===== src/rtl/motoro3_pkg.sv =====
`default_nettype none
// ============================================================================
// Module      : motoro3_pkg
// Description : Shared types and constants for the 3-phase step sequencer
//               and the PWM datapath that consumes its step index.
// Revision    : 1.0 - initial release
// ============================================================================
package motoro3_pkg;

   // Sequencer FSM encoding
   typedef enum logic [1:0] {
      IDLE     = 2'd0,
      ARM      = 2'd1,
      RUN      = 2'd2,
      STOPPING = 2'd3
   } seq_state_t;

   localparam int STEP_N  = 12;   // steps per electrical revolution
   localparam int LEN_MIN = 4;    // shortest step that keeps all four strobes distinct

   // Phase-half boundaries used by the datapath accumulators
   localparam logic [3:0] STEP_0  = 4'd0;
   localparam logic [3:0] STEP_5  = 4'd5;
   localparam logic [3:0] STEP_6  = 4'd6;
   localparam logic [3:0] STEP_11 = 4'd11;

   // Next step index with wrap at 0 / n-1; fwd=1 counts up
   function automatic logic [3:0] step_next(input logic [3:0] cur, input logic fwd, input int n);
      logic [3:0] top_step;
      top_step = 4'(n - 1);
      if (fwd)
         return (cur == top_step) ? STEP_0 : cur + 4'd1;
      else
         return (cur == STEP_0) ? top_step : cur - 4'd1;
   endfunction

endpackage
`default_nettype wire


===== src/rtl/motoro3_step_sequencer_if.sv =====
`default_nettype none
// ============================================================================
// Module      : motoro3_step_sequencer_if
// Description : Register-block <-> step sequencer connection: start/stop
//               handshake, run configuration and step/strobe status.
// Revision    : 1.0 - initial release
// ============================================================================
interface motoro3_step_sequencer_if #(
   parameter int CNT_W = 25,
   parameter int RUN_W = 16
);
   logic             start;
   logic             stop;
   logic             m3r_dir;
   logic [CNT_W-1:0] m3r_stepLen;
   logic [RUN_W-1:0] m3r_runSteps;
   logic [3:0]       sgStep;
   logic [CNT_W-1:0] m3cnt;
   logic             m3cntFirst2;
   logic             m3cntFirst1;
   logic             m3cntLast2;
   logic             m3cntLast1;
   logic             pwmActive1;
   logic             pwmLastStep1;
   logic             busy;
   logic             done;

   // Register block side
   modport master (
      output start, stop, m3r_dir, m3r_stepLen, m3r_runSteps,
      input  sgStep, m3cnt, m3cntFirst2, m3cntFirst1, m3cntLast2, m3cntLast1,
      input  pwmActive1, pwmLastStep1, busy, done
   );

   // Sequencer side
   modport slave (
      input  start, stop, m3r_dir, m3r_stepLen, m3r_runSteps,
      output sgStep, m3cnt, m3cntFirst2, m3cntFirst1, m3cntLast2, m3cntLast1,
      output pwmActive1, pwmLastStep1, busy, done
   );
endinterface
`default_nettype wire


===== src/rtl/motoro3_step_timer.sv =====
`default_nettype none
// ============================================================================
// Module      : motoro3_step_timer
// Description : Per-step down-counter with boundary reload, clamped step
//               length latch and First/Last strobe decode.
// Revision    : 1.0 - initial release
// ============================================================================
module motoro3_step_timer #(
   parameter int CNT_W   = 25,
   parameter int LEN_MIN = motoro3_pkg::LEN_MIN
) (
   input  logic             clk,
   input  logic             nRst,
   input  logic             sample,     // run accepted: latch the first step length
   input  logic             load,       // leaving ARM: start the first step
   input  logic             active,     // RUN or STOPPING
   input  logic             finish,     // this boundary ends the run
   input  logic [CNT_W-1:0] step_len,
   output logic [CNT_W-1:0] m3cnt,
   output logic             first2,
   output logic             first1,
   output logic             last2,
   output logic             last1,
   output logic             step_end
);
   localparam logic [CNT_W-1:0] LEN_FLOOR = CNT_W'(LEN_MIN);
   localparam logic [CNT_W-1:0] ONE       = CNT_W'(1);
   localparam logic [CNT_W-1:0] TWO       = CNT_W'(2);

   logic [CNT_W-1:0] len_eff;
   logic [CNT_W-1:0] len_new;

   assign len_new  = (step_len < LEN_FLOOR) ? LEN_FLOOR : step_len;
   assign step_end = active && (m3cnt == '0);

   // Strobes compare against the length latched for the step in progress
   always_comb begin
      first2 = active && (m3cnt == len_eff - ONE);
      first1 = active && (m3cnt == len_eff - TWO);
      last2  = active && (m3cnt == ONE);
      last1  = active && (m3cnt == '0);
   end

   // Length latch and down-counter; a new length only lands at a boundary
   always_ff @(negedge clk or negedge nRst) begin
      if (!nRst) begin
         len_eff <= LEN_FLOOR;
         m3cnt   <= '0;
      end else begin
         if (sample || (step_end && !finish))
            len_eff <= len_new;

         if (load)
            m3cnt <= len_eff - ONE;
         else if (step_end)
            m3cnt <= finish ? '0 : len_new - ONE;
         else if (active)
            m3cnt <= m3cnt - ONE;
      end
   end
endmodule
`default_nettype wire


===== src/rtl/motoro3_step_sequencer.sv =====
`default_nettype none
// ============================================================================
// Module      : motoro3_step_sequencer
// Description : Commutation scheduler for the 3-phase PWM datapath: step
//               index, step timer, start/stop handshake, finite or
//               continuous rotation in either direction.
// Revision    : 1.0 - initial release
// ============================================================================
module motoro3_step_sequencer
   import motoro3_pkg::*;
#(
   parameter int CNT_W   = 25,
   parameter int STEP_N  = motoro3_pkg::STEP_N,
   parameter int RUN_W   = 16,
   parameter int LEN_MIN = motoro3_pkg::LEN_MIN
) (
   input  logic                      clk,
   input  logic                      nRst,
   motoro3_step_sequencer_if.slave   bus
);
   localparam logic [RUN_W-1:0] RUN_ONE = RUN_W'(1);

   seq_state_t       state;
   seq_state_t       next_state;
   logic [3:0]       sg_step;
   logic [RUN_W-1:0] run_cnt;       // 0 means continuous rotation
   logic             pwm_active;
   logic             done_q;
   logic             accept;
   logic             arm_go;
   logic             abort;
   logic             finish;
   logic             active;
   logic             step_end;

   assign active = (state == RUN) || (state == STOPPING);

   motoro3_step_timer #(
      .CNT_W   (CNT_W),
      .LEN_MIN (LEN_MIN)
   ) u_timer (
      .clk      (clk),
      .nRst     (nRst),
      .sample   (accept),
      .load     (arm_go),
      .active   (active),
      .finish   (finish),
      .step_len (bus.m3r_stepLen),
      .m3cnt    (bus.m3cnt),
      .first2   (bus.m3cntFirst2),
      .first1   (bus.m3cntFirst1),
      .last2    (bus.m3cntLast2),
      .last1    (bus.m3cntLast1),
      .step_end (step_end)
   );

   // Next-state and transition qualifiers
   always_comb begin
      next_state = state;
      accept     = 1'b0;
      arm_go     = 1'b0;
      abort      = 1'b0;
      finish     = 1'b0;
      case (state)
         IDLE: begin
            if (bus.start && !bus.stop) begin
               next_state = ARM;
               accept     = 1'b1;
            end
         end
         ARM: begin
            if (bus.stop) begin
               next_state = IDLE;
               abort      = 1'b1;
            end else begin
               next_state = RUN;
               arm_go     = 1'b1;
            end
         end
         RUN: begin
            if (step_end && (run_cnt == RUN_ONE)) begin
               next_state = IDLE;
               finish     = 1'b1;
            end else if (bus.stop) begin
               next_state = STOPPING;
            end
         end
         STOPPING: begin
            if (step_end) begin
               next_state = IDLE;
               finish     = 1'b1;
            end
         end
         default: next_state = IDLE;
      endcase
   end

   // State register
   always_ff @(negedge clk or negedge nRst) begin
      if (!nRst)
         state <= IDLE;
      else
         state <= next_state;
   end

   // Step index, run counter, PWM enable and done pulse
   always_ff @(negedge clk or negedge nRst) begin
      if (!nRst) begin
         sg_step    <= STEP_0;
         run_cnt    <= '0;
         pwm_active <= 1'b0;
         done_q     <= 1'b0;
      end else begin
         done_q <= finish;
         if (accept) begin
            sg_step    <= STEP_0;
            run_cnt    <= bus.m3r_runSteps;
            pwm_active <= 1'b1;
         end else if (abort || finish) begin
            // sgStep holds the last step so the datapath can see where it stopped
            pwm_active <= 1'b0;
            run_cnt    <= '0;
         end else if (step_end) begin
            sg_step <= step_next(sg_step, bus.m3r_dir, STEP_N);
            if (run_cnt != '0)
               run_cnt <= run_cnt - RUN_ONE;
         end
      end
   end

   assign bus.sgStep       = sg_step;
   assign bus.pwmActive1   = pwm_active;
   assign bus.pwmLastStep1 = ((state == RUN) && (run_cnt == RUN_ONE)) || (state == STOPPING);
   assign bus.busy         = (state != IDLE);
   assign bus.done         = done_q;
endmodule
`default_nettype wire


===== src/flat_wrapper.sv =====
// flat-port wrapper written by rule: the top's interface ports become plain ports
module motoro3_step_sequencer_flat import motoro3_pkg::*;
#(
   parameter int CNT_W   = 25,
   parameter int STEP_N  = motoro3_pkg::STEP_N,
   parameter int RUN_W   = 16,
   parameter int LEN_MIN = motoro3_pkg::LEN_MIN
)
  (clk, nRst, bus_start, bus_stop, bus_m3r_dir, bus_m3r_stepLen, bus_m3r_runSteps, bus_sgStep, bus_m3cnt, bus_m3cntFirst2, bus_m3cntFirst1, bus_m3cntLast2, bus_m3cntLast1, bus_pwmActive1, bus_pwmLastStep1, bus_busy, bus_done);
  motoro3_step_sequencer_if #(.CNT_W(CNT_W), .RUN_W(RUN_W)) bus_i ();
  input  logic clk;
  input  logic nRst;
  input wire logic [$bits(bus_i.start)-1:0] bus_start;
  input wire logic [$bits(bus_i.stop)-1:0] bus_stop;
  input wire logic [$bits(bus_i.m3r_dir)-1:0] bus_m3r_dir;
  input wire logic [$bits(bus_i.m3r_stepLen)-1:0] bus_m3r_stepLen;
  input wire logic [$bits(bus_i.m3r_runSteps)-1:0] bus_m3r_runSteps;
  output wire logic [$bits(bus_i.sgStep)-1:0] bus_sgStep;
  output wire logic [$bits(bus_i.m3cnt)-1:0] bus_m3cnt;
  output wire logic [$bits(bus_i.m3cntFirst2)-1:0] bus_m3cntFirst2;
  output wire logic [$bits(bus_i.m3cntFirst1)-1:0] bus_m3cntFirst1;
  output wire logic [$bits(bus_i.m3cntLast2)-1:0] bus_m3cntLast2;
  output wire logic [$bits(bus_i.m3cntLast1)-1:0] bus_m3cntLast1;
  output wire logic [$bits(bus_i.pwmActive1)-1:0] bus_pwmActive1;
  output wire logic [$bits(bus_i.pwmLastStep1)-1:0] bus_pwmLastStep1;
  output wire logic [$bits(bus_i.busy)-1:0] bus_busy;
  output wire logic [$bits(bus_i.done)-1:0] bus_done;
  assign bus_i.start = bus_start;
  assign bus_i.stop = bus_stop;
  assign bus_i.m3r_dir = bus_m3r_dir;
  assign bus_i.m3r_stepLen = bus_m3r_stepLen;
  assign bus_i.m3r_runSteps = bus_m3r_runSteps;
  assign bus_sgStep = bus_i.sgStep;
  assign bus_m3cnt = bus_i.m3cnt;
  assign bus_m3cntFirst2 = bus_i.m3cntFirst2;
  assign bus_m3cntFirst1 = bus_i.m3cntFirst1;
  assign bus_m3cntLast2 = bus_i.m3cntLast2;
  assign bus_m3cntLast1 = bus_i.m3cntLast1;
  assign bus_pwmActive1 = bus_i.pwmActive1;
  assign bus_pwmLastStep1 = bus_i.pwmLastStep1;
  assign bus_busy = bus_i.busy;
  assign bus_done = bus_i.done;
  motoro3_step_sequencer #(.CNT_W(CNT_W), .STEP_N(STEP_N), .RUN_W(RUN_W), .LEN_MIN(LEN_MIN)) u_core (.clk(clk), .nRst(nRst), .bus(bus_i));
endmodule

===== config.mk =====
export PLATFORM = sky130hd
export DESIGN_NAME = motoro3_step_sequencer_flat
export DESIGN_NICKNAME = d
export VERILOG_FILES = /design/src/rtl/motoro3_pkg.sv /design/src/rtl/motoro3_step_sequencer_if.sv /design/src/rtl/motoro3_step_timer.sv /design/src/rtl/motoro3_step_sequencer.sv /design/src/flat_wrapper.sv
export SDC_FILE = /design/constraint.sdc
export NUM_CORES = 1
export LEC_CHECK = 0
export BUFFER_PORTS_ARGS = -buffer_cell sky130_fd_sc_hd__buf_4
export CAP_MARGIN = 20
export CORE_MARGIN = 2
export CORE_UTILIZATION = 60
export DETAILED_ROUTE_END_ITERATION = 16
export PLACE_DENSITY = 0.86
export SYNTH_ARGS = -nofsm -noshare
export SYNTH_HDL_FRONTEND = slang
export SYNTH_SLANG_ARGS = --single-unit
export TNS_END_PERCENT = 50

===== constraint.sdc =====
create_clock -name clk -period 6.8 [get_ports clk]
set_input_delay 0.34 -clock clk [delete_from_list [all_inputs] [get_ports clk]]
set_output_delay 0.34 -clock clk [all_outputs]
set_load 0.03 [all_outputs]

==> results of run 1 <==
[layout by cell type, fill, tap and decap left out, types with 23 or more instances in the layout]
cell type,Yosys,final
xnor2_1,58,56
nor4_1,30,24
dfrtn_1,73,73
xor2_1,48,48
nand2_1,56,56
nor3_1,39,39
o21ai_0,48,45
nor2_1,73,72
a21oi_1,31,31
nand3_1,23,23
buf_4,3,158
[flip-flops by register name, indices dropped and copies added (netlist names)]
name / count
u_core.bus.done: 1
u_core.bus.pwmActive1: 1
u_core.bus.sgStep: 4
u_core.run_cnt: 16
u_core.state: 2
u_core.u_timer.len_eff: 25
u_core.u_timer.m3cnt: 25
[metrics by stage]
stage | instances | setup WS, ns | TNS [ns] | area (sq um)
5_1_grt | 1075 | -0.0122 | -0.0122 | 8170
3_5_place_dp | 1034 | -0.0955 | -0.0955 | 7600
4_1_cts | 1069 | -0.0150 | -0.0150 | 8000
3_3_place_gp | 1033 | -0.0903 | -0.164 | 7590
2_1_floorplan | 824 | -0.138 | -0.138 | 6680
6_report | 1075 | 0.0557 | 0 | 8170
[area by class of cell]
type	count	area share, %
clock buffer	11	1.87
clock inverter	6	0.398
inverter	20	0.935
multi-input combinational	664	57.1
sequential	74	22.7
tap	140	2.15
timing repair buffer	160	14.8
[path summary, 6_finish.rpt]
kind | startpoint | endpoint | slack [ns]
max | u_core.u_timer.len_eff[13] | bus_m3cntFirst1 | 0.06
min | u_core.run_cnt[6] | u_core.run_cnt[6] | 0.50
max reg2reg | u_core.u_timer.m3cnt[13] | u_core.u_timer.len_eff[23] | 3.36
min reg2reg | u_core.run_cnt[6] | u_core.run_cnt[6] | 0.50
max in group asynchronous | nRst | u_core.u_timer.len_eff[24] | 2.70
min in group asynchronous | nRst | u_core.run_cnt[5] | 3.43
[report_power, final]
part	leakage, uW	total [uW]	switching (uW)	internal [uW]
Combinational	0.00227	2430	1390	1040
Sequential	0.000898	999	348	651
Clock	0.000105	343	188	154
[critical path, stage by stage, from the launching register on]
cell and delay, ns:
dfrtn_1 0.40, or4_4 0.58, nor4_4 0.32, o211ai_1 0.24, a2111oi_2 0.42, nand4_1 0.19
nor4_2 0.30, buf_4 0.20
[metal layers]
layer  global-route usage (%)  vias to the layer above  share of wire, %
met2                     64.0                      467                46
met4                     17.9                        0               4.0
met3                     7.53                       86               9.5
met5                        0                        -                 0
met1                     53.1                     3418                41
li1                         -                     3238                 -
[kinds of logic (layout without fill, tap and decap cells)]
| group | count (synthesis) | in the layout |
|---|---|---|
| compound gates | 186 | 186 |
| mux | 29 | 29 |
| fa+ha+maj | 10 | 10 |
| flops | 74 | 74 |
| buf+inv | 86 | 197 |
| xor+xnor | 107 | 107 |
| simple gates | 332 | 332 |
[repair_timing]
| item | in CTS | in global routing |
|---|---|---|
| pin swaps | 5 | 9 |
| setup endpoints to repair | 2 | 2 |
| gates resized for setup | 17 | 24 |
| buffers inserted | 19 | 6 |
==> metrics.md, run 1 <==
| Metric | Value |
|---|---|
| Die height | 109 microns |
| P&R area growth vs syn | 22.4% |
| Post-Syn Instances | 824 |
| Iter 0 DRT Violations | 968 |
| Avg Inst Size Synth | 8.10 sq um |
| Synthesized area | about 6700 sq um |
| Multi-input logic area | 4660 sq um |
| Fill count | 832 |
| Rel. slew slack | 32.9% |
| CTS Hold Bufs | 0 |
| # setup viols final | 0 |
| PortBufs | 82 |
| TritonCTS Buffers | 9 |
| DP HPWL | around 18,000 microns |
| Die area | between 10,000 and 15,000 sq um |
| Worst Skew | around 0.061 ns |
| DRT Pass-1 Iters | 7 |
| N_diodes | 0 |
| Initial antenna violation count | 0 |
| Crit. End Element | primary output |
| Slew @ Worst Pin | 1.01 ns |
| Hold WS | 0.496 ns |
| VDD IR max | between 200 and 300 uV |
| Seq cells post-synth | 74 |
| Share of the synthesized area in the top cell type | between 20 and 30% |
| Initial core utilization | 61.5% |
| Post-synthesis xor/xnor area fraction | 14.3% |
| Synth area leaders | dfrtn_1 (27%), xnor2_1 (7.6%), xor2_1 (6.3%), nor2_1 (4.1%), o21ai_0 (3.6%) |
| Commonest cells post-synth | dfrtn_1 (73), nor2_1 (73), xnor2_1 (58) |
| Yosys warnings | 0 |
| Min-Delay Path Class | flop to flop |
| Synth area leader | dfrtn_1 |
| Simple-gate share of the synthesized area | 26.9% |
| Pwr Density | 462 nW/um^2 |
| Final antenna-violating net count | 0 |
| Post-Synth Adder-Cell Area | 1.88% |
| Boundary Pins | 83 |
| CTS root buffer | clkbuf_8 |
| Detailed Route WL | 24,000 microns |
| Overall routing resource usage | between 40% and 50% |
| Final GP Congestion | 1.04 |
| Wire length per cell | between 20 and 25 microns |
| Compound-Gate Fraction of Synth Area | 18.8% |
| Worst-path fanout max | 3 |
| Count of final hold-check violations | 0 |
| Leakage | between 0.003 and 0.004 uW |
| Clk slew on worst S/H paths | 0.06 ns |
| Critical Path RT | 6.46 ns |
| Reg2Reg Depth | 7 |
| Nets | 986 |
| Post-layout util | 75.3% |
| Number of synthesized flops with an enable pin | 0 |
| TritonCTS clock tree | built |
| Gr ovfl total | 0 |
| Status | complete, no violations |
| Max_cap viols | 0 |
| Seq/Total Area, Yosys | between 20% and 30% |
| CP arrival | around 6.4 ns |
| Yosys cell types | 86 |
| Rows | 38 |
| Worst Setup Start Kind | flop |
| Placeable Area | 10,800 sq um |
| FF+latch area | 1850 sq um |
| Layout cells sized above 1 | around a quarter |
| Avg Vias per Cell | 6.71 |
| Hold Crit Depth | 1 |
| Ys async rst share | between 90% and 100% |
| Detailed-route via count | ~7,200 |
| Unrepaired setup endpoints after global routing | yes |
| Crit path kind | flop to primary output |
| First-pass GRT wire length | 36,200 microns |
| Clk_lat worst skew | 0.42 ns |
| Longest Clk Path Bufs | 2 |
| Predominant post-synthesis flop cell | dfrtn_1 |
| Total power | 3780 uW |
| Clk sinks | between 70 and 80 |
| Htree depth | 3 |
| Die W | approximately 110 microns |
| Largest net degree at the start of global routing | 75 |
| DRC viols | 0 |
| Syn_nets | slightly below 900 |
| Vias in the first global route | 6,727 |
| Final Max Slew Viols | 0 |
| Mux cell area share after synthesis | 4.78% |
| Largest family of logic cells by synthesized area | simple AND/OR/NAND/NOR gates |
No activity file was read; power rests on OpenSTA's default activity.
==> run 2, diff against run 1 <==
--- a/config.mk
+++ b/config.mk
@@ -7,7 +7,6 @@
 export LEC_CHECK = 0
 export BUFFER_PORTS_ARGS = -buffer_cell sky130_fd_sc_hd__buf_4
 export CAP_MARGIN = 20
-export CORE_MARGIN = 2
 export CORE_UTILIZATION = 60
 export DETAILED_ROUTE_END_ITERATION = 16
 export PLACE_DENSITY = 0.86
==> run 2 against run 1 <==
- via count is 1.4% higher
- clock power up 9.6%
- combinational power is essentially flat
- critical path depth decreased by 1
- register-to-register slack improved by 0.12 ns
- total power rose by 0.42%
- largest cell class unchanged
- largest power group unchanged
==> metrics.md, run 2 (same netlist as run 1, synthesis figures left out) <==
| Metric | Value |
|---|---|
| Clk slew on worst S/H paths | 0.06 ns (about the same) |
| Critical-path cell list | or4_4 -> or4_1 -> nor4_1 -> buf_4 -> and4_1 -> buf_4 |
| TritonCTS Buffers | 9 (unchanged) |
| Biggest regs | u_core.u_timer.len_eff (25), u_core.u_timer.m3cnt (25), u_core.run_cnt (16) |
| Final antenna-violating net count | 0 (unchanged) |
| Crit path kind | flop to primary output |
| Critical Path Source | u_core.u_timer.m3cnt[15] |
| Leakage | 0.00325 uW (-0.48%) |
| Clk_lat worst skew | 0.41 ns (about the same) |
| Worst Setup Start Kind | flop |
| N_diodes | 0 (unchanged) |
| Clk sinks | 74 (unchanged) |
| Htree depth | 3 (unchanged) |
| Worst slack at placement | 0.0816 ns (+0.177 ns) |
| Pwr Density | 464 nW/um^2 (+0.34%) |
| Detailed Route WL | 24,200 microns (+0.55%) |
| Wire length per cell | 22.5 microns (+0.83%) |
| Crit. End Element | primary output |
| Largest net degree at the start of global routing | 75 (unchanged) |
| Final GP Congestion | 1.02 (-2.1%) |
| Clk network pwr share | 9.9% (+0.8 points) |
| Most frequent cells in the layout | buf_4 (155), dfrtn_1 (73), nor2_1 (72) |
| Avg Vias per Cell | 6.82 (+1.6%) |
| CP max-delay cell | or4_1 |
| Fill count | 784 (-5.8%) |
| Nets | 983 (-0.30%) |
| Critical path buffer and inverter count | 2 (+1) |
| DRT Pass-1 Iters | 7 (unchanged) |
| Max_cap viols | 0 (unchanged) |
| Initial core utilization | 61.5% (unchanged) |
| PortBufs | 82 (unchanged) |
| Longest Clk Path Bufs | 2 (unchanged) |
| Die area | 11,500 sq um (-3.6%) |
| Switching Share | 50.2% (-0.80 points) |
| Worst Skew | 0.0660 ns (+0.00490 ns) |
| Initial antenna violation count | 0 (unchanged) |
| DP HPWL | 17,900 microns (+1.0%) |
| VDD IR max | 337 uV (+20%) |
| Min-Delay Path Class | flop to flop |
| Die W | 107 microns (-1.8%) |
| Die height | 107 microns (-1.8%) |
| Comb power frac | 63.9% (-0.6 points) |
| Rel. slew slack | 48.3% (+15 points) |
| Layout cells sized above 1 | 24.6% (-0.35 points) |
| Worst-path fanout max | 6 (+3) |
| Hold Startpoint | u_core.run_cnt[4] |
| Count of final hold-check violations | 0 (unchanged) |
| CTS Hold Bufs | 0 (unchanged) |
| Slew @ Worst Pin | 0.769 ns (-0.238 ns) |
| Critical Path RT | 6.46 ns (about the same) |
| Boundary Pins | 83 (unchanged) |
| Placeable Area | 10,800 sq um (unchanged) |
| Slowest cell delay on critical path | 0.71 ns (+0.13 ns) |
| DRC viols | 0 (unchanged) |
| CP dominant cell by count | buf_4 |
| Iter 0 DRT Violations | 945 (-2.4%) |
| Vias in the first global route | 6,933 (+3.1%) |
| First-pass GRT wire length | 37,200 microns (+2.7%) |
| # setup viols final | 0 (unchanged) |
| Delay-heaviest family, CP | simple AND/OR/NAND/NOR gates |
| Detailed-route via count | 7,307 (+1.4%) |
| Leading cell type in the layout, fill and taps excluded | buf_4 |
| P&R area growth vs syn | 22.5% (about the same) |
| Switching pwr | 1910 uW (-1.1%) |
| Flop pwr share | 26.2% (-0.3 points) |
| Status | complete, no violations |
| Rows | 38 (unchanged) |
| Reg2reg start | u_core.u_timer.m3cnt[15] |
| FF+latch area | 1850 sq um (unchanged) |
| Gr ovfl total | 0 (unchanged) |
| Pint | 1890 uW (+2.0%) |
| Setup slack after layout | 0.0470 ns (-0.00867 ns) |
| Overall routing resource usage | 42.6% (+2.4 points) |
| CP arrival | 6.41 ns (about the same) |
| CTS root buffer | clkbuf_8 |
| Multi-input logic area | 4650 sq um (-0.24%) |
| Hold WS | 0.489 ns (-0.00703 ns) |
| TritonCTS clock tree | built |
| Final Max Slew Viols | 0 (unchanged) |
| Setup Total Neg Slack | 0 ns (unchanged) |
==> run 2: cell count changes in the layout (fill, tap and decap cells not counted), sizes merged <==
cell      change
clkinvlp      +1
buf           -3
inv           -1
clkbuf        +2
bufinv        +1
clkinv        -3
==> run 2: final timing paths <==
check	end	slack, ns	cells past startpoint
min	u_core.run_cnt[4]	0.49	1
min in group asynchronous	u_core.bus.sgStep[3]	3.19	1
min reg2reg	u_core.run_cnt[4]	0.49	1
max reg2reg	u_core.run_cnt[8]	3.48	7
max in group asynchronous	u_core.u_timer.len_eff[2]	2.89	2
max	bus_m3cntLast2	0.05	6
==> run 2: power by group through the flow <==
stage | registers [uW] | logic, uW | clock network, uW
floorplan | 965 | 1420 | 1.84
global placement | 984 | 2100 | 1.84
detailed placement | 993 | 2140 | 1.84
CTS | 976 | 2210 | 376
global route | 1010 | 2580 | 394
finish | 993 | 2420 | 376
==> run 2: timing repair <==
item / CTS / global route
pin swaps: 0 / 9
setup buffers: 3 / 16
setup endpoints to repair: 2 / 2
resized for setup: 15 / 20
==> run 2: cell type report <==
| class | instances | area share, % |
|---|---|---|
| multi-input cells | 664 | 56.9 |
| flip-flops and latches | 74 | 22.7 |
| repair buffers | 157 | 14.8 |
| well taps | 140 | 2.14 |
| inverters | 20 | 0.934 |
| clock inverters | 4 | 0.612 |
| clock buffers | 13 | 1.94 |
==> run 2: per-layer routing <==
metal	vias to the layer above	global-route usage, %	wire, microns
li1	3236	-	-
met1	3461	56.6	9690
met2	507	67.6	10900
met3	103	7.32	2470
met4	0	19.6	1080
met5	-	0	0
==> run 2: per-stage QoR <==
stage          utilization [%]  power, uW  cells  instance area (sq um)
6_report                  75.4       3790   1072                   8170
5_1_grt                   75.4       3980   1072                   8170
3_3_place_gp              70.1       3090   1035                   7600
2_1_floorplan                -       2380    824                   6680
4_1_cts                   73.0       3560   1055                   7910
3_5_place_dp              70.3       3130   1036                   7620
